--- src/rtl/wb_pkg.sv ---
// Shared types for the register-file writeback path: one queued write is an
// (address, data) pair targeting the 16x16 register file.
package wb_pkg;

  localparam int REG_ADDR_W = 4;
  localparam int REG_DATA_W = 16;

  typedef struct packed {
    logic [REG_ADDR_W-1:0] addr;
    logic [REG_DATA_W-1:0] data;
  } wb_entry_t;

  localparam int ENTRY_W = $bits(wb_entry_t);

  function automatic logic addr_hit(input wb_entry_t entry, input logic [REG_ADDR_W-1:0] addr);
    return (entry.addr == addr);
  endfunction

endpackage

--- src/rtl/wb_fifo.sv ---
// In-order storage for pending register writes: up to two pushes and one pop
// per cycle, with the whole array and an occupancy mask exposed for hazard compare.
module wb_fifo
  import wb_pkg::*;
#(
  parameter  int DEPTH = 4,
  localparam int PTR_W = $clog2(DEPTH),
  localparam int CNT_W = $clog2(DEPTH + 1)
) (
  input  logic                            clk_i,
  input  logic                            rst_ni,
  input  logic                            push_a_i,
  input  logic [ENTRY_W-1:0]              entry_a_i,
  input  logic                            push_b_i,
  input  logic [ENTRY_W-1:0]              entry_b_i,
  input  logic                            pop_i,
  output logic [ENTRY_W-1:0]              head_o,
  output logic [DEPTH-1:0][ENTRY_W-1:0]   entries_o,
  output logic [DEPTH-1:0]                valid_o,
  output logic [CNT_W-1:0]                count_o
);

  wb_entry_t [DEPTH-1:0] mem_q, mem_d;
  logic [PTR_W-1:0]      wr_ptr_q, wr_ptr_d;
  logic [PTR_W-1:0]      rd_ptr_q, rd_ptr_d;
  logic [CNT_W-1:0]      count_q, count_d;
  logic [PTR_W-1:0]      slot_b_s;
  logic [PTR_W-1:0]      off_s;

  // Next-state: entry B is always the younger one and lands just after entry A.
  always_comb begin
    mem_d           = mem_q;
    slot_b_s        = wr_ptr_q + PTR_W'(push_a_i);
    mem_d[wr_ptr_q] = push_a_i ? wb_entry_t'(entry_a_i) : mem_q[wr_ptr_q];
    if (push_b_i) begin
      mem_d[slot_b_s] = wb_entry_t'(entry_b_i);
    end else begin
      mem_d[slot_b_s] = mem_d[slot_b_s];
    end
    wr_ptr_d = wr_ptr_q + PTR_W'(push_a_i) + PTR_W'(push_b_i);
    rd_ptr_d = rd_ptr_q + PTR_W'(pop_i);
    count_d  = count_q + CNT_W'(push_a_i) + CNT_W'(push_b_i) - CNT_W'(pop_i);
  end

  // Storage, pointers and occupancy; all cleared on reset.
  always_ff @(posedge clk_i or negedge rst_ni) begin
    if (!rst_ni) begin
      mem_q    <= '0;
      wr_ptr_q <= '0;
      rd_ptr_q <= '0;
      count_q  <= '0;
    end else begin
      mem_q    <= mem_d;
      wr_ptr_q <= wr_ptr_d;
      rd_ptr_q <= rd_ptr_d;
      count_q  <= count_d;
    end
  end

  // Slot i is occupied when its distance from the read pointer is below the count.
  always_comb begin
    off_s   = '0;
    valid_o = '0;
    for (int i = 0; i < DEPTH; i++) begin
      off_s      = PTR_W'(i) - rd_ptr_q;
      valid_o[i] = (CNT_W'(off_s) < count_q);
    end
  end

  assign head_o    = mem_q[rd_ptr_q];
  assign entries_o = mem_q;
  assign count_o   = count_q;

endmodule

--- src/rtl/regfile_writeback_queue.sv ---
// Register-file writer: merges load and ALU results into an in-order queue,
// retires one write per cycle, and flags addresses with writes still pending.
module regfile_writeback_queue
  import wb_pkg::*;
#(
  parameter  int DEPTH  = 4,
  parameter  int ADDR_W = REG_ADDR_W,
  parameter  int DATA_W = REG_DATA_W,
  localparam int CNT_W  = $clog2(DEPTH + 1)
) (
  input  logic              clk_i,
  input  logic              rst_ni,
  input  logic              mem_valid_i,
  input  logic [ADDR_W-1:0] mem_addr_i,
  input  logic [DATA_W-1:0] mem_data_i,
  output logic              mem_ready_o,
  input  logic              alu_valid_i,
  input  logic [ADDR_W-1:0] alu_addr_i,
  input  logic [DATA_W-1:0] alu_data_i,
  output logic              alu_ready_o,
  input  logic              wb_hold_i,
  output logic              write_en_o,
  output logic [ADDR_W-1:0] write_addr_o,
  output logic [DATA_W-1:0] data_write_o,
  input  logic [ADDR_W-1:0] chk_addr_a_i,
  input  logic [ADDR_W-1:0] chk_addr_b_i,
  output logic              pending_a_o,
  output logic              pending_b_o,
  output logic [CNT_W-1:0]  count_o
);

  localparam logic [CNT_W-1:0] FULL_C  = CNT_W'(DEPTH);
  localparam logic [CNT_W-1:0] ROOM2_C = CNT_W'(DEPTH - 2);

  wb_entry_t             mem_entry_s, alu_entry_s, entry_a_s, head_s;
  wb_entry_t [DEPTH-1:0] entries_s;
  logic [DEPTH-1:0]      valid_s;
  logic [CNT_W-1:0]      count_s;
  logic                  mem_push_s, alu_push_s;
  logic                  push_a_s, push_b_s, pop_s, nonempty_s;

  assign mem_entry_s = '{addr: mem_addr_i, data: mem_data_i};
  assign alu_entry_s = '{addr: alu_addr_i, data: alu_data_i};

  // Acceptance uses registered occupancy only; a valid load reserves a slot ahead of the ALU.
  always_comb begin
    nonempty_s  = (count_s != '0);
    mem_ready_o = rst_ni & (count_s < FULL_C);
    if (mem_valid_i) begin
      alu_ready_o = rst_ni & (count_s <= ROOM2_C);
    end else begin
      alu_ready_o = rst_ni & (count_s < FULL_C);
    end
    mem_push_s = mem_valid_i & mem_ready_o;
    alu_push_s = alu_valid_i & alu_ready_o;
    push_a_s   = mem_push_s | alu_push_s;
    push_b_s   = mem_push_s & alu_push_s;
    if (mem_push_s) begin
      entry_a_s = mem_entry_s;
    end else begin
      entry_a_s = alu_entry_s;
    end
    pop_s = nonempty_s & ~wb_hold_i;
  end

  wb_fifo #(
    .DEPTH (DEPTH)
  ) u_fifo (
    .clk_i     (clk_i),
    .rst_ni    (rst_ni),
    .push_a_i  (push_a_s),
    .entry_a_i (entry_a_s),
    .push_b_i  (push_b_s),
    .entry_b_i (alu_entry_s),
    .pop_i     (pop_s),
    .head_o    (head_s),
    .entries_o (entries_s),
    .valid_o   (valid_s),
    .count_o   (count_s)
  );

  // Write port shows the head whenever the queue is non-empty; pending includes the retiring head.
  always_comb begin
    write_en_o = pop_s;
    if (nonempty_s) begin
      write_addr_o = head_s.addr;
      data_write_o = head_s.data;
    end else begin
      write_addr_o = {ADDR_W{1'b0}};
      data_write_o = {DATA_W{1'b0}};
    end
    pending_a_o = 1'b0;
    pending_b_o = 1'b0;
    for (int i = 0; i < DEPTH; i++) begin
      pending_a_o = pending_a_o | (valid_s[i] & addr_hit(entries_s[i], chk_addr_a_i));
      pending_b_o = pending_b_o | (valid_s[i] & addr_hit(entries_s[i], chk_addr_b_i));
    end
  end

  assign count_o = count_s;

endmodule
--- config.mk ---
export PLATFORM = sky130hd
export DESIGN_NAME = regfile_writeback_queue
export DESIGN_NICKNAME = d
export VERILOG_FILES = /design/src/rtl/wb_pkg.sv /design/src/rtl/wb_fifo.sv /design/src/rtl/regfile_writeback_queue.sv
export SDC_FILE = /design/constraint.sdc
export NUM_CORES = 1
export LEC_CHECK = 0
export CORE_ASPECT_RATIO = 1.75
export CORE_MARGIN = 2
export CORE_UTILIZATION = 55
export DETAILED_ROUTE_END_ITERATION = 8
export GPL_ROUTABILITY_DRIVEN = 0
export PLACE_DENSITY = 0.79
export SLEW_MARGIN = 20
export SYNTH_ARGS = -nofsm -noshare
export SYNTH_HDL_FRONTEND = slang
export SYNTH_SLANG_ARGS = --single-unit
--- constraint.sdc ---
create_clock -name clk_i -period 9.45 [get_ports clk_i]
set_input_delay 1.89 -clock clk_i [delete_from_list [all_inputs] [get_ports clk_i]]
set_output_delay 1.89 -clock clk_i [all_outputs]
set_load 0.005 [all_outputs]
==> impl_metrics.json <==
{
  "clockRootBuffer": "clkbuf_16",
  "ios": 81,
  "synth.ff_latch_count": 87,
  "rr_worst_depth": 11,
  "fin_worst_skew_ns": 0.007310,
  "slew_viol_final": 0,
  "r2r_start": "u_fifo.count_o[2]",
  "synth-xor-area-share_pct": 4.927,
  "die-area_um2": 12880,
  "use_met2_pct": 54.23,
  "maxCapViolCount": 0,
  "rows": 52,
  "syn-num-nets": 765,
  "relSlewSlack_pct": 40.01,
  "vias_per_cell": 6.815,
  "final_nets": 804,
  "fill_cells": 920,
  "cp_slowest_cell": "clkdlybuf4s50_1",
  "crit_path_frequent_cell": "clkdlybuf4s50_1",
  "rsz0062_at_grt": "no",
  "cp_cell_sequence": "clkdlybuf4s50_1, xor2_1, nor4_1, a21oi_1, o221ai_1, clkdlybuf4s50_1",
  "powerDensity_nw_per_um2": 398.7,
  "yosysSeqAreaShare_pct": 33.10,
  "drive_above_1_share_pct": 11.17,
  "multiInputGateArea_um2": 4056,
  "cp_num_buf_inv": 2,
  "use_met3_pct": 4.329,
  "r2r_end": "u_fifo.entries_o[38]",
  "leakage_uw": 0.003025,
  "cts_max_path_buffers": 2,
  "drc": 0,
  "syn_to_final_growth_pct": 16.05,
  "hold_ws_ns": 0.6225,
  "hold_viol_final": 0,
  "clock-sinks": 87,
  "synthAdderAreaFrac_pct": 2.321,
  "wl_mm": 19.35,
  "num_vias": 5984,
  "dp_hpwl_mm": 12.17,
  "grt_pass1_wl_mm": 31.15,
  "fmax_mhz": 180.6,
  "clk_pin_slew_ns": 0.06,
  "numCtsBuffers": 9,
  "yosysWarnings": 0,
  "yosys.area_share.simple_pct": 14.86,
  "syn-cell-area_um2": 6578,
  "clk_latency_ns": 0.35,
  "irDropWorstVdd_uv": 164.6,
  "drtPass1Iterations": 5,
  "ff2ff_setup_slack_ns": 5.36,
  "muxShareOfSynthArea_pct": 14.27,
  "crit_arrival_ns": 3.65,
  "postSynthAreaPerCell_um2": 9.383,
  "initial_core_util_pct": 56.48,
  "synth_top_family_by_area": "compound AO/OA/AOI/OAI gates",
  "ys_async_sr_fraction_pct": 100.0,
  "critPathTopFamily": "buffers and inverters",
  "die_w_um": 86.67,
  "grt_pass1_vias": 6191,
  "cts_tree": "yes",
  "ys_types": 53,
  "synth_compound_area_share_pct": 25.19,
  "drtIter0Drc": 624,
  "cts_setup_buffers": 0,
  "coreArea_um2": 11650,
  "status": "finished clean",
  "gr-usage-all-layers_pct": 31.31,
  "cts_resized": 0,
  "worst_setup_path_start_kind": "input pin",
  "grt_use_met1_pct": 36.94,
  "detail-route-antenna-nets": 0,
  "hp-start": "u_fifo.entries_o[20]",
  "busiest_layer": "met2",
  "setup_viol": 0,
  "finalCritPeriodShare_pct": 58.59,
  "wl_per_cell_um": 22.04,
  "tightest_slew_ns": 0.8966,
  "worstHoldEndpoint": "u_fifo.entries_o[20]",
  "cts_hold_buffers": 0,
  "netlist_instances": 701,
  "critPathCaptureType": "output pin",
  "path_max_fanout": 4,
  "antenna_found_initial": 0,
  "htree_levels": 3,
  "grt_max_degree": 66,
  "hold_path_class": "flop to flop",
  "port_buffers": 80,
  "synth_flop_cell": "dfrtp_1",
  "area.sequential_um2": 2177,
  "fin_tns_setup_ns": 0,
  "path_class": "input pin to output pin",
  "holdPathStages": 2,
  "required_ns": 7.56,
  "crit_path_max_incr_delay_ns": 0.54,
  "synth-edff-count": 0,
  "diodes": 0,
  "overflow": 0,
  "die_h_um": 148.7,
  "post-route-min-period_ns": 5.536
}
-- where the power goes --
| part | internal [µW] | switching (µW) |
|---|---|---|
| Combinational | 1000 | 961 |
| Clock | 208 | 149 |
| Sequential | 557 | 166 |
| Total | 1770 | 1280 |
-- flip-flops by register name (all words and copies together) (netlist names) --
name and cells:
u_fifo.count_o 3, u_fifo.entries_o 80, u_fifo.rd_ptr_q 2, u_fifo.wr_ptr_q 2
-- cell families after synthesis --
group           Yosys count
mux                      46
compound gates          222
buf+inv                  78
xor+xnor                 37
fa+ha+maj                11
simple gates            220
flops                    87
-- per-layer routing --
layer | vias to the layer above | share of wire [%]
met4 | 0 | 4.4
met5 | - | 0
li1 | 2655 | -
met3 | 75 | 6.0
met1 | 2957 | 37
met2 | 297 | 52
-- through the flow --
| stage | power (µW) | std cells | setup slack, ns | utilization (%) | cell area (µm²) |
|---|---|---|---|---|---|
| finish | 3043 | 878 | 3.914 | 65.55 | 7634 |
| floorplan | 2094 | 701 | 4.943 | - | 6578 |
| global route | 3256 | 878 | 3.795 | 65.55 | 7634 |
| CTS | 3029 | 878 | 3.948 | 65.55 | 7634 |
| global placement | 2576 | 864 | 3.962 | 63.09 | 7347 |
| detailed placement | 2660 | 864 | 3.816 | 63.09 | 7347 |
-- worst max path at each step --
stage | startpoint | end | slack, ns | cells after the start
after floorplan | chk_addr_a_i[1] | pending_a_o | 4.94 | 5
after global placement | chk_addr_a_i[1] | pending_a_o | 3.96 | 6
after detailed placement | mem_valid_i | u_fifo.entries_o[38] | 3.82 | 10
after CTS | chk_addr_a_i[1] | pending_a_o | 3.95 | 6
after global routing | chk_addr_a_i[1] | pending_a_o | 3.79 | 6
final | chk_addr_b_i[3] | pending_b_o | 3.91 | 6
-- cell usage in the layout, fill, tap and decap left out, drive strengths merged, types with 9 or more instances in the layout --
| master | n |
|---|---|
| xor2 | 10 |
| o21ai | 10 |
| a21oi | 18 |
| xnor2 | 27 |
| buf | 14 |
| a31o | 17 |
| clkdlybuf4s50 | 79 |
| clkbuf | 10 |
| o21a | 72 |
| nor2b | 24 |
| o211ai | 74 |
| nand2 | 123 |
| nor2 | 44 |
| dfrtp | 87 |
| mux4 | 38 |
| ha | 9 |
| inv | 13 |
-- Yosys cell counts (7+ instances only) --
| cell type | instances | share of area [%] |
|---|---|---|
| a21oi_1 | 18 | 1.4 |
| a31o_1 | 11 | 1.5 |
| buf_1 | 7 | 0.40 |
| buf_2 | 14 | 1.1 |
| clkbuf_1 | 37 | 2.1 |
| dfrtp_1 | 87 | 33 |
| ha_1 | 9 | 1.7 |
| inv_1 | 13 | 0.74 |
| mux4_2 | 38 | 13 |
| nand2_1 | 123 | 7.0 |
| nor2_1 | 43 | 2.5 |
| nor2b_1 | 24 | 2.3 |
| o211ai_1 | 74 | 8.4 |
| o21a_1 | 72 | 8.2 |
| o21ai_0 | 10 | 0.76 |
| xnor2_1 | 27 | 3.6 |
| xor2_1 | 10 | 1.3 |
-- tightest hold or removal path, cell delays in order (launching register included) --
cell     delay (ns)
dfrtp_1        0.39
nand2_1        0.10
a31oi_1        0.09
-- final cells by class --
| type | instances | share of cell area [%] |
|---|---|---|
| clock inverter | 4 | 0.6228 |
| inverter | 13 | 0.6392 |
| sequential | 87 | 28.52 |
| multi-input combinational | 536 | 53.14 |
| tap | 135 | 2.213 |
| clock buffer | 10 | 3.131 |
| timing repair buffer | 93 | 11.74 |
Power figures use the tool's default switching activity.
